==> src/rtl/alu_issue_if.sv <==
// alu_issue_if: packet-in and result-out handshake bundle for alu_issue.
//   in_*  : upstream packet channel (valid/ready, aluop, funct, operands, tag)
//   res_* : registered result channel (valid/ready, data, tag, error flag)
// slave modport is the issue stage; master modport is its environment.
interface alu_issue_if #(
    parameter int TAGW = 5
) ();
    logic            in_valid;
    logic            in_ready;
    logic [1:0]      in_aluop;
    logic [5:0]      in_funct;
    logic [31:0]     in_a;
    logic [31:0]     in_b;
    logic [TAGW-1:0] in_tag;

    logic            res_valid;
    logic            res_ready;
    logic [31:0]     res_data;
    logic [TAGW-1:0] res_tag;
    logic            res_err;

    modport slave (
        input  in_valid, in_aluop, in_funct, in_a, in_b, in_tag, res_ready,
        output in_ready, res_valid, res_data, res_tag, res_err
    );

    modport master (
        output in_valid, in_aluop, in_funct, in_a, in_b, in_tag, res_ready,
        input  in_ready, res_valid, res_data, res_tag, res_err
    );
endinterface

==> src/rtl/alu_issue.sv <==
// alu_issue: issue stage in front of a 32-bit combinational ALU.
// Buffers operand/opcode packets in a DEPTH-entry FIFO, decodes the head's
// main-control code and funct field into the ALU's 3-bit ALUOp, and captures
// the ALU result into a back-pressurable result register.
// Ports:
//   clk, rst    : clock, asynchronous active-high reset
//   flush       : synchronous clear of FIFO and result register
//   bus         : alu_issue_if.slave (packet in, result out)
//   alu_a/alu_b : FIFO head operands to the ALU (0 when empty)
//   alu_op      : decoded ALUOp for the FIFO head (000 when empty)
//   alu_q       : combinational ALU result
module alu_issue #(
    parameter int DEPTH = 4,
    parameter int TAGW  = 5
) (
    input  logic         clk,
    input  logic         rst,
    input  logic         flush,
    alu_issue_if.slave   bus,
    output logic [31:0]  alu_a,
    output logic [31:0]  alu_b,
    output logic [2:0]   alu_op,
    input  logic [31:0]  alu_q
);
    localparam int AW = $clog2(DEPTH);
    localparam logic [AW:0] FULL_CNT = (AW+1)'(DEPTH);

    typedef enum logic [1:0] {
        CTL_MEM    = 2'b00,
        CTL_BRANCH = 2'b01,
        CTL_RTYPE  = 2'b10,
        CTL_RSVD   = 2'b11
    } ctl_e;

    typedef enum logic [2:0] {
        OP_AND = 3'b000,
        OP_OR  = 3'b001,
        OP_ADD = 3'b010,
        OP_SUB = 3'b011,
        OP_SLT = 3'b100,
        OP_ILL = 3'b111
    } op_e;

    logic [1:0]      mem_ctl   [DEPTH];
    logic [5:0]      mem_funct [DEPTH];
    logic [31:0]     mem_a     [DEPTH];
    logic [31:0]     mem_b     [DEPTH];
    logic [TAGW-1:0] mem_tag   [DEPTH];

    logic [AW-1:0]   wptr, rptr;
    logic [AW:0]     count;
    logic            empty, push, pop;
    op_e             head_op;
    logic            head_err;

    logic            res_valid_q;
    logic [31:0]     res_data_q;
    logic [TAGW-1:0] res_tag_q;
    logic            res_err_q;

    assign empty        = (count == '0);
    assign bus.in_ready = (count != FULL_CNT);
    // in_ready deliberately ignores a same-cycle pop: a full FIFO never accepts.
    assign push         = bus.in_valid & bus.in_ready;
    assign pop          = !empty & (!res_valid_q | bus.res_ready);

    always_comb begin
        head_op  = OP_ILL;
        head_err = 1'b1;
        case (mem_ctl[rptr])
            CTL_MEM:    begin head_op = OP_ADD; head_err = 1'b0; end
            CTL_BRANCH: begin head_op = OP_SUB; head_err = 1'b0; end
            CTL_RTYPE: begin
                case (mem_funct[rptr])
                    6'b100000: begin head_op = OP_ADD; head_err = 1'b0; end
                    6'b100010: begin head_op = OP_SUB; head_err = 1'b0; end
                    6'b100100: begin head_op = OP_AND; head_err = 1'b0; end
                    6'b100101: begin head_op = OP_OR;  head_err = 1'b0; end
                    6'b101010: begin head_op = OP_SLT; head_err = 1'b0; end
                    default:   begin head_op = OP_ILL; head_err = 1'b1; end
                endcase
            end
            default:    begin head_op = OP_ILL; head_err = 1'b1; end
        endcase
    end

    // Head operands are masked when empty so stale storage never reaches the ALU.
    assign alu_a  = empty ? '0 : mem_a[rptr];
    assign alu_b  = empty ? '0 : mem_b[rptr];
    assign alu_op = empty ? '0 : head_op;

    // Packet storage carries no reset; occupancy is tracked by count alone.
    always_ff @(posedge clk) begin
        if (push && !flush) begin
            mem_ctl[wptr]   <= bus.in_aluop;
            mem_funct[wptr] <= bus.in_funct;
            mem_a[wptr]     <= bus.in_a;
            mem_b[wptr]     <= bus.in_b;
            mem_tag[wptr]   <= bus.in_tag;
        end
    end

    always_ff @(posedge clk or posedge rst) begin
        if (rst) begin
            wptr        <= '0;
            rptr        <= '0;
            count       <= '0;
            res_valid_q <= 1'b0;
            res_data_q  <= '0;
            res_tag_q   <= '0;
            res_err_q   <= 1'b0;
        end else if (flush) begin
            wptr        <= '0;
            rptr        <= '0;
            count       <= '0;
            res_valid_q <= 1'b0;
        end else begin
            if (push) begin
                wptr <= wptr + 1'b1;
            end
            if (pop) begin
                rptr        <= rptr + 1'b1;
                res_valid_q <= 1'b1;
                res_data_q  <= alu_q;
                res_tag_q   <= mem_tag[rptr];
                res_err_q   <= head_err;
            end else if (res_valid_q && bus.res_ready) begin
                res_valid_q <= 1'b0;
            end
            case ({push, pop})
                2'b10:   count <= count + 1'b1;
                2'b01:   count <= count - 1'b1;
                default: count <= count;
            endcase
        end
    end

    assign bus.res_valid = res_valid_q;
    assign bus.res_data  = res_data_q;
    assign bus.res_tag   = res_tag_q;
    assign bus.res_err   = res_err_q;
endmodule
==> src/flat_wrapper.sv <==
// flat-port wrapper written by rule: the top's interface ports become plain ports
module alu_issue_flat 
#(
    parameter int DEPTH = 4,
    parameter int TAGW  = 5
)
  (clk, rst, flush, alu_a, alu_b, alu_op, alu_q, bus_in_valid, bus_in_aluop, bus_in_funct, bus_in_a, bus_in_b, bus_in_tag, bus_res_ready, bus_in_ready, bus_res_valid, bus_res_data, bus_res_tag, bus_res_err);
  alu_issue_if #(.TAGW(TAGW)) bus_i ();
  input  logic clk;
  input  logic rst;
  input  logic flush;
  output logic [31:0] alu_a;
  output logic [31:0] alu_b;
  output logic [2:0] alu_op;
  input  logic [31:0] alu_q;
  input wire logic [$bits(bus_i.in_valid)-1:0] bus_in_valid;
  input wire logic [$bits(bus_i.in_aluop)-1:0] bus_in_aluop;
  input wire logic [$bits(bus_i.in_funct)-1:0] bus_in_funct;
  input wire logic [$bits(bus_i.in_a)-1:0] bus_in_a;
  input wire logic [$bits(bus_i.in_b)-1:0] bus_in_b;
  input wire logic [$bits(bus_i.in_tag)-1:0] bus_in_tag;
  input wire logic [$bits(bus_i.res_ready)-1:0] bus_res_ready;
  output wire logic [$bits(bus_i.in_ready)-1:0] bus_in_ready;
  output wire logic [$bits(bus_i.res_valid)-1:0] bus_res_valid;
  output wire logic [$bits(bus_i.res_data)-1:0] bus_res_data;
  output wire logic [$bits(bus_i.res_tag)-1:0] bus_res_tag;
  output wire logic [$bits(bus_i.res_err)-1:0] bus_res_err;
  assign bus_i.in_valid = bus_in_valid;
  assign bus_i.in_aluop = bus_in_aluop;
  assign bus_i.in_funct = bus_in_funct;
  assign bus_i.in_a = bus_in_a;
  assign bus_i.in_b = bus_in_b;
  assign bus_i.in_tag = bus_in_tag;
  assign bus_i.res_ready = bus_res_ready;
  assign bus_in_ready = bus_i.in_ready;
  assign bus_res_valid = bus_i.res_valid;
  assign bus_res_data = bus_i.res_data;
  assign bus_res_tag = bus_i.res_tag;
  assign bus_res_err = bus_i.res_err;
  alu_issue #(.DEPTH(DEPTH), .TAGW(TAGW)) u_core (.clk(clk), .rst(rst), .flush(flush), .bus(bus_i), .alu_a(alu_a), .alu_b(alu_b), .alu_op(alu_op), .alu_q(alu_q));
endmodule
==> config.mk <==
export PLATFORM = sky130hd
export DESIGN_NAME = alu_issue_flat
export DESIGN_NICKNAME = d
export VERILOG_FILES = /design/src/rtl/alu_issue_if.sv /design/src/rtl/alu_issue.sv /design/src/flat_wrapper.sv
export SDC_FILE = /design/constraint.sdc
export NUM_CORES = 1
export LEC_CHECK = 0
export ABC_AREA = 1
export ABC_CLOCK_PERIOD_IN_PS = 4100
export CORE_ASPECT_RATIO = 2
export CORE_MARGIN = 4
export CORE_UTILIZATION = 40
export CTS_BUF_LIST = sky130_fd_sc_hd__clkbuf_4 sky130_fd_sc_hd__clkbuf_8
export CTS_CLUSTER_SIZE = 16
export DETAILED_ROUTE_END_ITERATION = 8
export PLACE_DENSITY_LB_ADDON = 0.25
export SYNTH_ARGS = -nofsm -noshare
export SYNTH_HDL_FRONTEND = slang
export SYNTH_SLANG_ARGS = --single-unit
==> constraint.sdc <==
create_clock -name clk -period 4.1 [get_ports clk]
set_input_delay 0.82 -clock clk [delete_from_list [all_inputs] [get_ports clk]]
set_output_delay 0.82 -clock clk [all_outputs]
set_load 0.05 [all_outputs]
==> flow_metrics.tcl <==
set metrics [dict create \
    synth.area.top_cells "sky130_fd_sc_hd__edfxtp_1, sky130_fd_sc_hd__dfrtp_1, sky130_fd_sc_hd__nor2_1" \
    synth_cell_types 25 \
    maximum_number_of_pins_on_one_net_before_global_route_repair 157 \
    place.port_buffers 220 \
    synth_cells 1154 \
    tritoncts "built" \
    numClockSinks 354 \
    firstDrtPassIters 4 \
    finalNonFillerCells 1864 \
    synth_seq_area_share 0.751 \
    netSwitchingPower_uw 6090 \
    peakVddDrop_v 0.000556 \
    drc_markers 0 \
    power.total_uw 14200 \
    max_freq_mhz 281 \
    route.vias.total 9152 \
    slew_violations 0 \
    worstSetupPathType "flip-flop to output pin" \
    rsz0062_at_grt "no" \
    post_route_cells_drive_above_1_share 0.127 \
    cts_buffer_depth 3 \
    setup_viol 0 \
    critPathCaptureType "output pin" \
    hpwl_after_dpl_mm 20.3 \
    initial_utilization 0.404 \
    drt_iter0_drc 444 \
    proportion_of_total_power_due_to_net_switching 0.427 \
    globalRouteOverflowTotal 0 \
    synth_top_area_frac 0.668 \
    setup_tns_ns 0 \
    finalCriticalPeriod_ns 3.56 \
    timing_worst_slew_pin_value_ns 0.976 \
    clock_power_share 0.194 \
    path_max_fanout 156 \
    timing.max_slew.rel_slack 0.348 \
    min_path_type "flip-flop to flip-flop" \
    sequential_cell_area_um2 10400 \
    clock_latency_ns 0.58 \
    cts_setup_buffers 0 \
    antenna_violating_nets_post_route 0 \
    total_leakage_power_uw 0.00660 \
    worstPathRequired_ns 3.28 \
    cts-buffers-inserted 49 \
    place_inst 1769 \
    placement_rows 96 \
    finish.utilization 0.523 \
    multi_input_combinational_cell_area_um2 3080 \
    yosys_warnings 0 \
    status "finished, final reports clean" \
    synth.ff_latch_count 354 \
    area.growth.synth_to_final_pct 29.4 \
    fin_worst_skew_ns 0.0192 \
    routedWlPerCell_um 17.8 \
    internal_power_uw 8160 \
    cts_repair_resize_count 0 \
    maxCapViolations 0 \
    fp.coreArea_um2 34200 \
    cp_data_arrival_time_ns 2.74 \
    via_count_of_the_first_global_routing_pass 9464 \
    num-nets-final 1498 \
    postSynthAreaPerCell_um2 12.0 \
    clk_pin_slew_ns 0.06 \
    finalWeightedCongestion 0.766 \
    final.fill_count 2993 \
    die_w_um 140 \
    post_cts_hold_buffer_count 0 \
    clk_root_buffer_cell "sky130_fd_sc_hd__clkbuf_8" \
    critical_path.startpoint_type "flip-flop" \
    fp.dieH_um 271 \
    final_critical_path_setup_slack_ns 0.541 \
    design.portCount 221 \
    dp_slack_ns 1.00 \
    mappedNetlistArea_um2 13800 \
    die-area_um2 37800 \
    syn-num-nets 1273 \
    groute.usage.overall 0.173 \
    initial_antenna_violation_count 6 \
    finalHoldViolations 0 \
    global_route_wire_length_before_repair_mm 51.6 \
    powerDensity_nw_per_um2 795 \
    seq_power_share 0.312 \
    final.period_utilization 0.868 \
    via_per_inst 4.91 \
    clock_tree.htree_level_count 2 \
    drt_wirelength_mm 33.2 \
    combPwrFrac 0.494 \
    post-synth-top-area-cell "sky130_fd_sc_hd__edfxtp_1" \
]
## final cells by class
| cell class | count | area share |
|---|---|---|
| inverters | 29 | 0.00621 |
| clock inverters | 32 | 0.0128 |
| flip-flops and latches | 354 | 0.581 |
| repair buffers | 239 | 0.154 |
| diodes | 3 | 0.000419 |
| well taps | 441 | 0.0308 |
| multi-input cells | 706 | 0.172 |
| clock buffers | 60 | 0.0433 |
## worst max-delay path, stage by stage, from the launching register on
cell and delay [ns]:
sky130_fd_sc_hd__dfrtp_4 0.44, sky130_fd_sc_hd__buf_12 0.50, sky130_fd_sc_hd__nand3_1 0.18, sky130_fd_sc_hd__nand3_1 0.13
sky130_fd_sc_hd__nand2_1 0.10, sky130_fd_sc_hd__nor2_1 0.15, sky130_fd_sc_hd__nand2_1 0.06, sky130_fd_sc_hd__nand2_1 0.08
sky130_fd_sc_hd__inv_2 0.04, sky130_fd_sc_hd__nand2_2 0.08, sky130_fd_sc_hd__nand3_1 0.06, sky130_fd_sc_hd__nand2_1 0.08
sky130_fd_sc_hd__inv_1 0.07, sky130_fd_sc_hd__buf_12 0.15
## flip-flops by register name, indices dropped and copies added, names as in the netlist, 2 cells and up
name,flops
u_core.mem_b,128
u_core.mem_ctl,8
u_core.mem_a,128
u_core.bus.res_tag,5
u_core.mem_tag,20
u_core.mem_funct,24
u_core.count,3
u_core.rptr,2
u_core.wptr,2
u_core.bus.res_data,32
## worst paths after layout
path / cells after the start / start / endpoint / slack (ns)
min reg2reg: 2 / u_core.bus.res_data[23] / u_core.bus.res_data[23] / 0.47
max reg2reg: 12 / u_core.count[0] / u_core.count[2] / 1.55
min in group asynchronous: 2 / rst / u_core.bus.res_tag[2] / 0.80
min: 2 / u_core.bus.res_data[23] / u_core.bus.res_data[23] / 0.47
max in group asynchronous: 2 / rst / u_core.rptr[0] / 2.58
max: 13 / u_core.rptr[0] / alu_op[2] / 0.54
## cell usage in the layout (no fill, tap or decap), drive strengths merged
| master | netlist | routed |
|---|---|---|
| clkdlybuf4s50 | 0 | 153 |
| nand3 | 20 | 20 |
| bufinv | 0 | 3 |
| xnor2 | 1 | 1 |
| clkbuf | 22 | 60 |
| nor2 | 283 | 283 |
| clkinv | 0 | 25 |
| diode | 0 | 3 |
| o22ai | 5 | 5 |
| xor2 | 1 | 1 |
| nor3 | 2 | 2 |
| a32o | 2 | 2 |
| fa | 1 | 1 |
| a22o | 1 | 1 |
| buf | 43 | 86 |
| ha | 4 | 4 |
| dfrtp | 46 | 46 |
| clkinvlp | 0 | 4 |
| o21ai | 145 | 145 |
| inv | 29 | 29 |
| nand2 | 172 | 172 |
| a21oi | 69 | 69 |
| edfxtp | 308 | 308 |
## cell usage after synthesis (all sizes together)
| library cell | n |
|---|---|
| a32o | 2 |
| o22ai | 5 |
| dfrtp | 46 |
| nor2 | 283 |
| fa | 1 |
| edfxtp | 308 |
| o21ai | 145 |
| inv | 29 |
| nand3 | 20 |
| a21oi | 69 |
| nand2 | 172 |
| ha | 4 |
| xnor2 | 1 |
| nor3 | 2 |
| buf | 43 |
| a22o | 1 |
| xor2 | 1 |
| clkbuf | 22 |
## per-layer routing
metal / wire (µm) / track usage / share of wire
met3: 1610 / 0.0340 / 0.048
met1: 12400 / 0.190 / 0.37
met5: 40 / 0 / 0.0012
met2: 18300 / 0.331 / 0.55
met4: 907 / 0.0590 / 0.027
## cell families (layout without fill, tap and decap cells)
kind of cell | after synthesis | after routing | synth area share
other cells | 0 | 3 | 0
buf+inv | 94 | 360 | 0.0289
fa+ha+maj | 5 | 5 | 0.00506
flops | 354 | 354 | 0.751
compound gates | 222 | 222 | 0.0817
simple gates | 477 | 477 | 0.132
xor+xnor | 2 | 2 | 0.00127
## stage by stage
step | hold slack (ns) | cell area, µm²
finish | 0.470 | 17900
global route | 0.486 | 17900
CTS | 0.475 | 17900
detailed placement | 0.460 | 16900
global placement | 0.455 | 16900
floorplan | 0.513 | 13800
## power by group through the flow
stage | clock, µW | combinational, µW | sequential, µW
finish | 2760 | 7040 | 4440
global route | 3020 | 7530 | 4480
CTS | 2850 | 7160 | 4450
detailed placement | 0 | 7140 | 4520
global placement | 0 | 7100 | 4510
floorplan | 0 | 3650 | 5150
No activity file was read; power rests on OpenSTA's default activity.
